### src/rtl/timer_arb_pkg.sv
// Shared types and defaults for the round-robin timer arbiter.
package timer_arb_pkg;

    typedef enum logic {
        IDLE  = 1'b0,
        COUNT = 1'b1
    } tarb_state_e;

    localparam int CNT_W_DEFAULT   = 26;
    localparam int NUM_REQ_DEFAULT = 4;

    // Successor of idx in a ring of n slots.
    function automatic int wrap_inc(input int idx, input int n);
        return (idx + 1 >= n) ? 0 : idx + 1;
    endfunction

endpackage

### src/rtl/timer_arbiter_rr_picker.sv
// Combinational round-robin picker: first asserted request at or after rr_ptr, wrapping upward.
module rr_picker #(
    parameter int NUM_REQ = 4
) (
    input  logic [NUM_REQ-1:0]         req,
    input  logic [$clog2(NUM_REQ)-1:0] rr_ptr,
    output logic                       any_valid,
    output logic [$clog2(NUM_REQ)-1:0] winner,
    output logic [NUM_REQ-1:0]         onehot
);

    localparam int IDX_W = $clog2(NUM_REQ);

    int scan_idx;

    always_comb begin
        any_valid = 1'b0;
        winner    = '0;
        onehot    = '0;
        scan_idx  = 0;
        for (int k = 0; k < NUM_REQ; k++) begin
            // rr_ptr is always < NUM_REQ, so a single subtraction wraps the scan.
            scan_idx = int'(rr_ptr) + k;
            if (scan_idx >= NUM_REQ) begin
                scan_idx = scan_idx - NUM_REQ;
            end
            if (!any_valid && req[scan_idx]) begin
                any_valid        = 1'b1;
                winner           = IDX_W'(scan_idx);
                onehot[scan_idx] = 1'b1;
            end
        end
    end

endmodule

### src/rtl/timer_arbiter.sv
// One shared one-shot countdown timer granted round-robin among NUM_REQ requesters.
module timer_arbiter
    import timer_arb_pkg::*;
#(
    parameter int NUM_REQ = NUM_REQ_DEFAULT,
    parameter int CNT_W   = CNT_W_DEFAULT
) (
    input  logic                       clk50,
    input  logic                       rst,
    input  logic [NUM_REQ-1:0]         req,
    input  logic [NUM_REQ*CNT_W-1:0]   delay,
    input  logic                       abort,
    output logic [NUM_REQ-1:0]         grant,
    output logic [NUM_REQ-1:0]         done,
    output logic                       aborted,
    output logic                       busy,
    output logic [$clog2(NUM_REQ)-1:0] active_id
);

    localparam int IDX_W = $clog2(NUM_REQ);

    tarb_state_e        state, state_nxt;
    logic [CNT_W-1:0]   counter, counter_nxt;
    logic [IDX_W-1:0]   rr_ptr, rr_ptr_nxt;
    logic [NUM_REQ-1:0] grant_nxt, done_nxt;
    logic               aborted_nxt, busy_nxt;
    logic [IDX_W-1:0]   active_id_nxt;

    logic               pick_valid;
    logic [IDX_W-1:0]   pick_idx;
    logic [NUM_REQ-1:0] pick_onehot;
    logic [CNT_W-1:0]   pick_delay;

    rr_picker #(
        .NUM_REQ (NUM_REQ)
    ) u_picker (
        .req       (req),
        .rr_ptr    (rr_ptr),
        .any_valid (pick_valid),
        .winner    (pick_idx),
        .onehot    (pick_onehot)
    );

    assign pick_delay = delay[pick_idx*CNT_W +: CNT_W];

    always_ff @(posedge clk50) begin
        if (!rst) begin
            state     <= IDLE;
            counter   <= '0;
            rr_ptr    <= '0;
            grant     <= '0;
            done      <= '0;
            aborted   <= 1'b0;
            busy      <= 1'b0;
            active_id <= '0;
        end else begin
            state     <= state_nxt;
            counter   <= counter_nxt;
            rr_ptr    <= rr_ptr_nxt;
            grant     <= grant_nxt;
            done      <= done_nxt;
            aborted   <= aborted_nxt;
            busy      <= busy_nxt;
            active_id <= active_id_nxt;
        end
    end

    always_comb begin
        state_nxt     = state;
        counter_nxt   = counter;
        rr_ptr_nxt    = rr_ptr;
        grant_nxt     = '0;
        done_nxt      = '0;
        aborted_nxt   = 1'b0;
        busy_nxt      = busy;
        active_id_nxt = active_id;
        case (state)
            IDLE: begin
                if (pick_valid) begin
                    grant_nxt     = pick_onehot;
                    // A zero delay is treated as one cycle so the counter never starts at 0.
                    counter_nxt   = (pick_delay == '0) ? CNT_W'(1) : pick_delay;
                    active_id_nxt = pick_idx;
                    busy_nxt      = 1'b1;
                    rr_ptr_nxt    = IDX_W'(wrap_inc(int'(pick_idx), NUM_REQ));
                    state_nxt     = COUNT;
                end
            end
            COUNT: begin
                // Abort outranks expiry on the same edge.
                if (abort) begin
                    aborted_nxt = 1'b1;
                    busy_nxt    = 1'b0;
                    state_nxt   = IDLE;
                end else if (counter == CNT_W'(1)) begin
                    done_nxt  = NUM_REQ'(1) << active_id;
                    busy_nxt  = 1'b0;
                    state_nxt = IDLE;
                end else begin
                    counter_nxt = counter - CNT_W'(1);
                end
            end
            default: begin
                state_nxt = IDLE;
                busy_nxt  = 1'b0;
            end
        endcase
    end

endmodule

### config.mk
export PLATFORM = sky130hd
export DESIGN_NAME = timer_arbiter
export DESIGN_NICKNAME = d
export VERILOG_FILES = /design/src/rtl/timer_arb_pkg.sv /design/src/rtl/timer_arbiter_rr_picker.sv /design/src/rtl/timer_arbiter.sv
export SDC_FILE = /design/constraint.sdc
export NUM_CORES = 1
export LEC_CHECK = 0
export CELL_PAD_IN_SITES_DETAIL_PLACEMENT = 0
export CELL_PAD_IN_SITES_GLOBAL_PLACEMENT = 1
export CORE_MARGIN = 5
export CORE_UTILIZATION = 32
export CTS_CLUSTER_SIZE = 10
export DETAILED_ROUTE_END_ITERATION = 8
export PLACE_DENSITY_LB_ADDON = 0.1
export SETUP_SLACK_MARGIN = 0.5
export SLEW_MARGIN = 0
export SYNTH_ARGS = -nofsm -noshare
export SYNTH_HDL_FRONTEND = slang
export SYNTH_SLANG_ARGS = --single-unit
### constraint.sdc
create_clock -name clk50 -period 4.2 [get_ports clk50]
set_input_delay 0.63 -clock clk50 [delete_from_list [all_inputs] [get_ports clk50]]
set_output_delay 0.63 -clock clk50 [all_outputs]
set_load 0.1 [all_outputs]
# --- Yosys cells after proc, flatten, opt, wreduce, memory -nomap -nowiden ---
# Index checks and enable logic that the tools add are counted.
word_totals:
  register_bits: 41
  input_bits: 111
  output_inout_bits: 12
classes:
  shift: 2
  order_cmp: 13
  muxes: 51
  multipliers: 1
  reduce_logical: 17
  bitwise_logic: 7
  add_sub_neg: 9
  eq_ne: 5
op_table:
  columns: ["cell", "count"]
  rows:
  - ["$ge A32 B1 Y1 const B", 4]
  - ["$lt A32 B4 Y1 const B", 4]
  - ["$mux W32", 4]
  - ["$mux W26", 4]
  - ["$shiftx A104 B8 Y26", 1]
  - ["$ge A32 B4 Y1 const B", 3]
  - ["$sub A32 B4 Y32 const B", 3]
  - ["$pmux W26 S2", 1]
  - ["$eq A26 B1 Y1 const B", 1]
  - ["$logic_not A26 Y1", 1]
  - ["$sub A26 B1 Y26 const B", 1]
  - ["$mux W1", 23]
  - ["$mux W4", 4]
  - ["$or A4 B4 Y4", 3]
  - ["$mux W2", 5]
  - ["$bmux W1 S2", 4]
  - ["$demux W1 S2", 4]
  - ["$logic_and A1 B1 Y1", 7]
  - ["$add A2 B1 Y3 const B", 2]
  - ["$add A2 B2 Y3 const B", 2]
  - ["$mul A2 B4 Y6 const B", 1]
  - ["$ne A2 B2 Y1 const B", 3]
  - ["$reduce_and A2 Y1", 3]
  - ["$not A1 Y1", 4]
  - ["other kinds (10)", 13]

# --- Longest topological paths before layout ---
depth:
  ltp_word: 21
  ltp_mapped: 16

# --- By module ---
# A second synthesis with hierarchy kept.
unflattened:
  hier_cells: 355
  area_unflattened_um2: 3275.6
by_module_without_submodules:
  columns: ["module", "seq_area_each_um2", "cells_each", "area_per_inst_um2", "instances"]
  rows:
  - ["timer_arbiter", 820.8, 307, 2819.0, 1]
  - ["rr_picker", 0.0, 48, 456.7, 1]

# --- Least setup slack after synthesis ---
# Ideal clock, no wire load.
synth_path:
  path_type: "register -> register"
  startpoint: "reg rr_ptr[0]"
  endpoint: "reg counter[17]"
  setup_slack_ns: 0.584
  arrival_time_ns: 3.488
  synth_period_minus_slack_ns: 3.616
  stages_incl_launch_ff: 15
  cell_sequence: "dfxtp_1 buf_2 inv_1 ha_1 buf_6 or3b_1 a2111o_1 nand3_1 o21a_1 buf_2 buf_2 buf_2 mux4_2 a221oi_1 nor2_1"
synth_between:
  elab_chain_cells: 21
synth_rtl:
  columns: ["item", "line_no", "text"]
  rows:
  - ["start, declared", "timer_arbiter.sv:24", "logic [IDX_W-1:0] rr_ptr, rr_ptr_nxt;"]
  - ["start signal, assigned", "timer_arbiter.sv:59", "rr_ptr <= rr_ptr_nxt;"]
  - ["parallel branches: the longest is 21 deep, another holds $sub A32 B4 Y32", null, null]
  - ["end signal, assigned", "timer_arbiter.sv:58", "counter <= counter_nxt;"]
  - ["end, declared", "timer_arbiter.sv:23", "logic [CNT_W-1:0] counter, counter_nxt;"]
# Parallel ways; which one is timed is not known. The select of a mux whose other input is x is not followed.
# A chain may end at the register's enable or synchronous reset.

# --- Worst setup path after layout ---
layout_path:
  startpoint: "in req[1]"
  endpoint: "reg counter[0]"
layout_between:
  elab_chain_cells: 19
layout_rtl:
  columns: ["item", "line_no", "text"]
  rows:
  - ["start, declared", "timer_arbiter.sv:10", "input logic [NUM_REQ-1:0] req,"]
  - ["$bmux W1 S2", "timer_arbiter_rr_picker.sv:27", "if (!any_valid && req[scan_idx]) begin"]
  - ["$mux W1 (not written as such) (2 in series)", "timer_arbiter_rr_picker.sv:27", null]
  - ["$mux W1", "timer_arbiter_rr_picker.sv:27", null]
  - ["$logic_not A1 Y1", "timer_arbiter_rr_picker.sv:27", null]
  - ["$logic_and A1 B1 Y1", "timer_arbiter_rr_picker.sv:27", null]
  - ["$mux W1", "timer_arbiter_rr_picker.sv:27", null]
  - ["$logic_not A1 Y1", "timer_arbiter_rr_picker.sv:27", null]
  - ["$logic_and A1 B1 Y1", "timer_arbiter_rr_picker.sv:27", null]
  - ["(+2 left out)", null, null]
  - ["$logic_and A1 B1 Y1", "timer_arbiter_rr_picker.sv:27", null]
  - ["$mux W2", "timer_arbiter_rr_picker.sv:27", null]
  - ["$mul A2 B4 Y6", "timer_arbiter.sv:44", "assign pick_delay = delay[pick_idx*CNT_W +: CNT_W];"]
  - ["$shiftx A104 B8 Y26", "timer_arbiter.sv:44", null]
  - ["$logic_not A26 Y1", "timer_arbiter.sv:82", "counter_nxt = (pick_delay == '0) ? CNT_W'(1) : pick_delay;"]
  - ["$mux W26", "timer_arbiter.sv:82", null]
  - ["$mux W26", "timer_arbiter.sv:79", "if (pick_valid) begin"]
  - ["$pmux W26 S2", "timer_arbiter.sv:77", "case (state)"]
# Parallel ways exist; a longest one is shown, timed or not. The select of a mux whose other input is x is not followed.

==> out/metrics.cfg <==
[finish]
antenna_cells = 0
drive_gt1_frac = 0.0638
nNetsFinal = 731
final_area_um2 = 5130
finalNonFillerCells = 751
area_delta_synth_final_pct = 42.5
fillers = 1142

[run]
drv_cap = 0

[synth]
postSynthNetCount = 625
yosys_register_bits = 41
synth_area_um2 = 3600
synth_compound_area_frac = 0.279
synthMuxAreaShare = 0.0942
syn_avg_cell_area_um2 = 7.14
yosysWarnings = 0
synthArstFlopShare = 0
synthSimpleGateAreaFrac = 0.285
synth_top_family_by_area = simple AND/OR/NAND/NOR gates
synth_edf_count = 0
synth_cell_types = 56
synth_xor_area_frac = 0.00243
synth_top_flop_cell = dfxtp_1
netlist_instances = 504
seq_area_frac_synth = 0.228
synth_fa_ha_area_frac = 0.0348

[global_route]
grt_overflow = 0
grt_usage = 0.198
grt_max_degree = 45
antenna_found_initial = 0
grt_pass1_vias = 4314
grt_first_pass_wirelength_um = 21500

[worst_setup_path]
path_common_cell = mux2i_1
worst-path-buf-inv = 1
max_stage_delay_ps = 610
end_kind = register
worstPathCellList = clkdlybuf4s50_1 -> mux4_2 -> o211ai_1 -> and2_4 -> mux2i_1 -> mux2i_1 -> or4_1 -> nor4_1 -> o31a_1
crit_required_ps = 4430
critPathKind = in -> reg
r2r_slack_ps = 730
critPathArrivalTime_ps = 3740
crit_path_max_fanout = 11
crit_family = simple AND/OR/NAND/NOR gates
path_depth = 9
r2r_start = rr_ptr[1]
r2r_cells = 10
cp-startpoint = req[1]
cpMaxStageDelayCell = mux4_2
crit_path_start_kind = primary input
endpoint = counter[0]
worstReg2RegEnd = counter[0]

[power_and_ir_drop]
power_frac_clock = 0.182
p_seq_frac = 0.224
irDropWorstVdd_v = 0.000228
power.internal_mw = 1.36
power_mw = 2.46
power_density_nw_per_um2 = 479
p_comb_frac = 0.595
power.switching_mw = 1.10
p_sw_frac = 0.446
cellLeakagePower_nw = 1.95

[detailed_routing]
first_pass_iters = 5
drt_first_iter_violations = 284
vias_per_cell = 5.63
wl_per_cell_um = 17.6
postRouteAntennaNets = 0
via_count = 4225
drc_errors = 0
wirelength_um = 13200

[floorplan]
ioPinCount = 123
die_w_um = 116
rows = 38
start_util = 0.329
die-area_um2 = 13500
die_h_um = 116
core_area_um2 = 10900

[status]
status = finished clean

[place]
port-buffer-count = 122
gp_congestion = 0.870
place_area_um2 = 4930
dpl.cell_count = 742
post-dp-hpwl_um = 10400
dp_slack_ps = 403

[clock_network]
cts_sinks = 41
clk_latency_ps = 280
cts-root-buf = clkbuf_16
cts_buffer_depth = 2
cts_tree = built
numCtsBuffers = 5
htreeDepth = 2
cts.clk_slew.worst_paths_ps = 60

[sta]
finalSetupViolCount = 0
worst_slew_pin_slew_ps = 970
finalCriticalPeriod_ps = 3510
skew_ps = 4.99
period_share = 0.836
tns_ps = 0
finalWorstSetupSlack_ps = 687
hold_violations = 0
drv_slew = 0
rsz0062_at_grt = no
slew_headroom = 0.351
timing.fmax_ghz = 0.285

[hold_path]
hp-class = reg -> reg
holdPathStages = 2

==> tightest hold or removal path, cell delays in order, from the launching register on <==
cell,delay (ps)
dfxtp_1,350
nand2_1,70
nor2_1,30
==> cell families after synthesis <==
group / count (synthesis)
muxes: 27
DFF: 41
adders and majority gates: 10
xor gates and xnor gates: 1
and+or+nand+nor: 211
AOI/OAI and AO/OA: 152
buffers and inverters: 62
==> state kept, by name, indices dropped and copies added (netlist names) <==
name,flops
grant,4
rr_ptr,2
busy,1
state,1
active_id,2
done,4
counter,26
aborted,1
==> metal layers <==
metal  wire length (um)  GRT usage  vias up
li1                   -          -     2076
met1               5800      0.248     2015
met2               6650      0.361      121
met3                651     0.0303       13
met4                146     0.0394        0
met5                  0          0        -
==> cell usage after synthesis, types with 3 or more instances <==
| master | n | area [um2] |
|---|---|---|
| clkbuf_1 | 21 | 78.8 |
| and3_1 | 10 | 62.6 |
| or3_1 | 13 | 81.3 |
| a21oi_1 | 31 | 155 |
| o22ai_1 | 6 | 37.5 |
| nor3_1 | 14 | 70.1 |
| nor2_1 | 44 | 165 |
| mux4_2 | 5 | 113 |
| buf_1 | 3 | 11.3 |
| o31ai_1 | 3 | 22.5 |
| a21o_1 | 3 | 22.5 |
| nand2_1 | 74 | 278 |
| a22oi_1 | 9 | 67.6 |
| ha_1 | 10 | 125 |
| a221oi_1 | 7 | 61.3 |
| o21ai_0 | 26 | 130 |
| o21a_1 | 4 | 30.0 |
| dfxtp_1 | 41 | 821 |
| inv_1 | 24 | 90.1 |
| nor4_1 | 16 | 100 |
| nor3b_1 | 4 | 30.0 |
| nor2b_1 | 3 | 18.8 |
| buf_6 | 3 | 33.8 |
| nand3b_1 | 4 | 30.0 |
| buf_2 | 9 | 45.0 |
| nand3_1 | 9 | 45.0 |
| a211oi_1 | 3 | 22.5 |
| a31oi_1 | 13 | 81.3 |
| nand4_1 | 9 | 56.3 |
| o211ai_1 | 33 | 248 |
| mux2i_1 | 19 | 190 |
==> cell usage in the layout (no fill, tap or decap), types with 7 or more instances in the layout <==
| master | Yosys | final |
|---|---|---|
| nor3_1 | 14 | 14 |
| a221oi_1 | 7 | 7 |
| nor2_1 | 44 | 44 |
| o211ai_1 | 33 | 33 |
| inv_1 | 24 | 24 |
| and3_1 | 10 | 10 |
| a31oi_1 | 13 | 13 |
| o21ai_0 | 26 | 26 |
| clkdlybuf4s50_1 | 0 | 122 |
| a21oi_1 | 31 | 31 |
| dfxtp_1 | 41 | 40 |
| nor4_1 | 16 | 16 |
| buf_4 | 2 | 12 |
| nand4_1 | 9 | 9 |
| nand3_1 | 9 | 9 |
| or3_1 | 13 | 13 |
| ha_1 | 10 | 9 |
| mux2i_1 | 19 | 19 |
| nand2_1 | 74 | 74 |
| a22oi_1 | 9 | 9 |
==> through the flow <==
step	hold WS [ps]	util
floorplan	467	-
global placement	477	0.451
detailed placement	479	0.451
CTS	488	0.466
global route	541	0.469
finish	484	0.469
==> cell type report <==
class | instances | area (um2) | area share
repair buffers | 136 | 1340 | 0.262
inverters | 24 | 90.1 | 0.0176
flip-flops and latches | 41 | 825 | 0.161
multi-input cells | 402 | 2520 | 0.492
well taps | 140 | 175 | 0.0342
clock buffers | 5 | 125 | 0.0244
clock inverters | 3 | 46.3 | 0.00903
==> power by group through the flow <==
stage / logic (mW) / registers, mW / clock network (mW)
finish: 1.46 / 0.549 / 0.446
global route: 1.61 / 0.562 / 0.472
CTS: 1.44 / 0.547 / 0.455
detailed placement: 1.43 / 0.554 / 0
global placement: 1.42 / 0.552 / 0
floorplan: 0.963 / 0.609 / 0
==> worst min-delay path by stage <==
| stage | start | to |
|---|---|---|
| floorplan | counter[13] | counter[13] |
| global placement | active_id[0] | done[2] |
| detailed placement | active_id[1] | done[2] |
| CTS | active_id[1] | done[2] |
| global route | active_id[0] | done[2] |
| finish | active_id[1] | done[2] |
==> repair_timing <==
action,CTS,global route
gates resized for setup,1,5
gates cloned,0,1
setup buffers,0,0
pin swaps,0,2
hold buffers,0,0
setup endpoints to repair,3,3
Note: power is estimated with default switching activity, not from simulation.
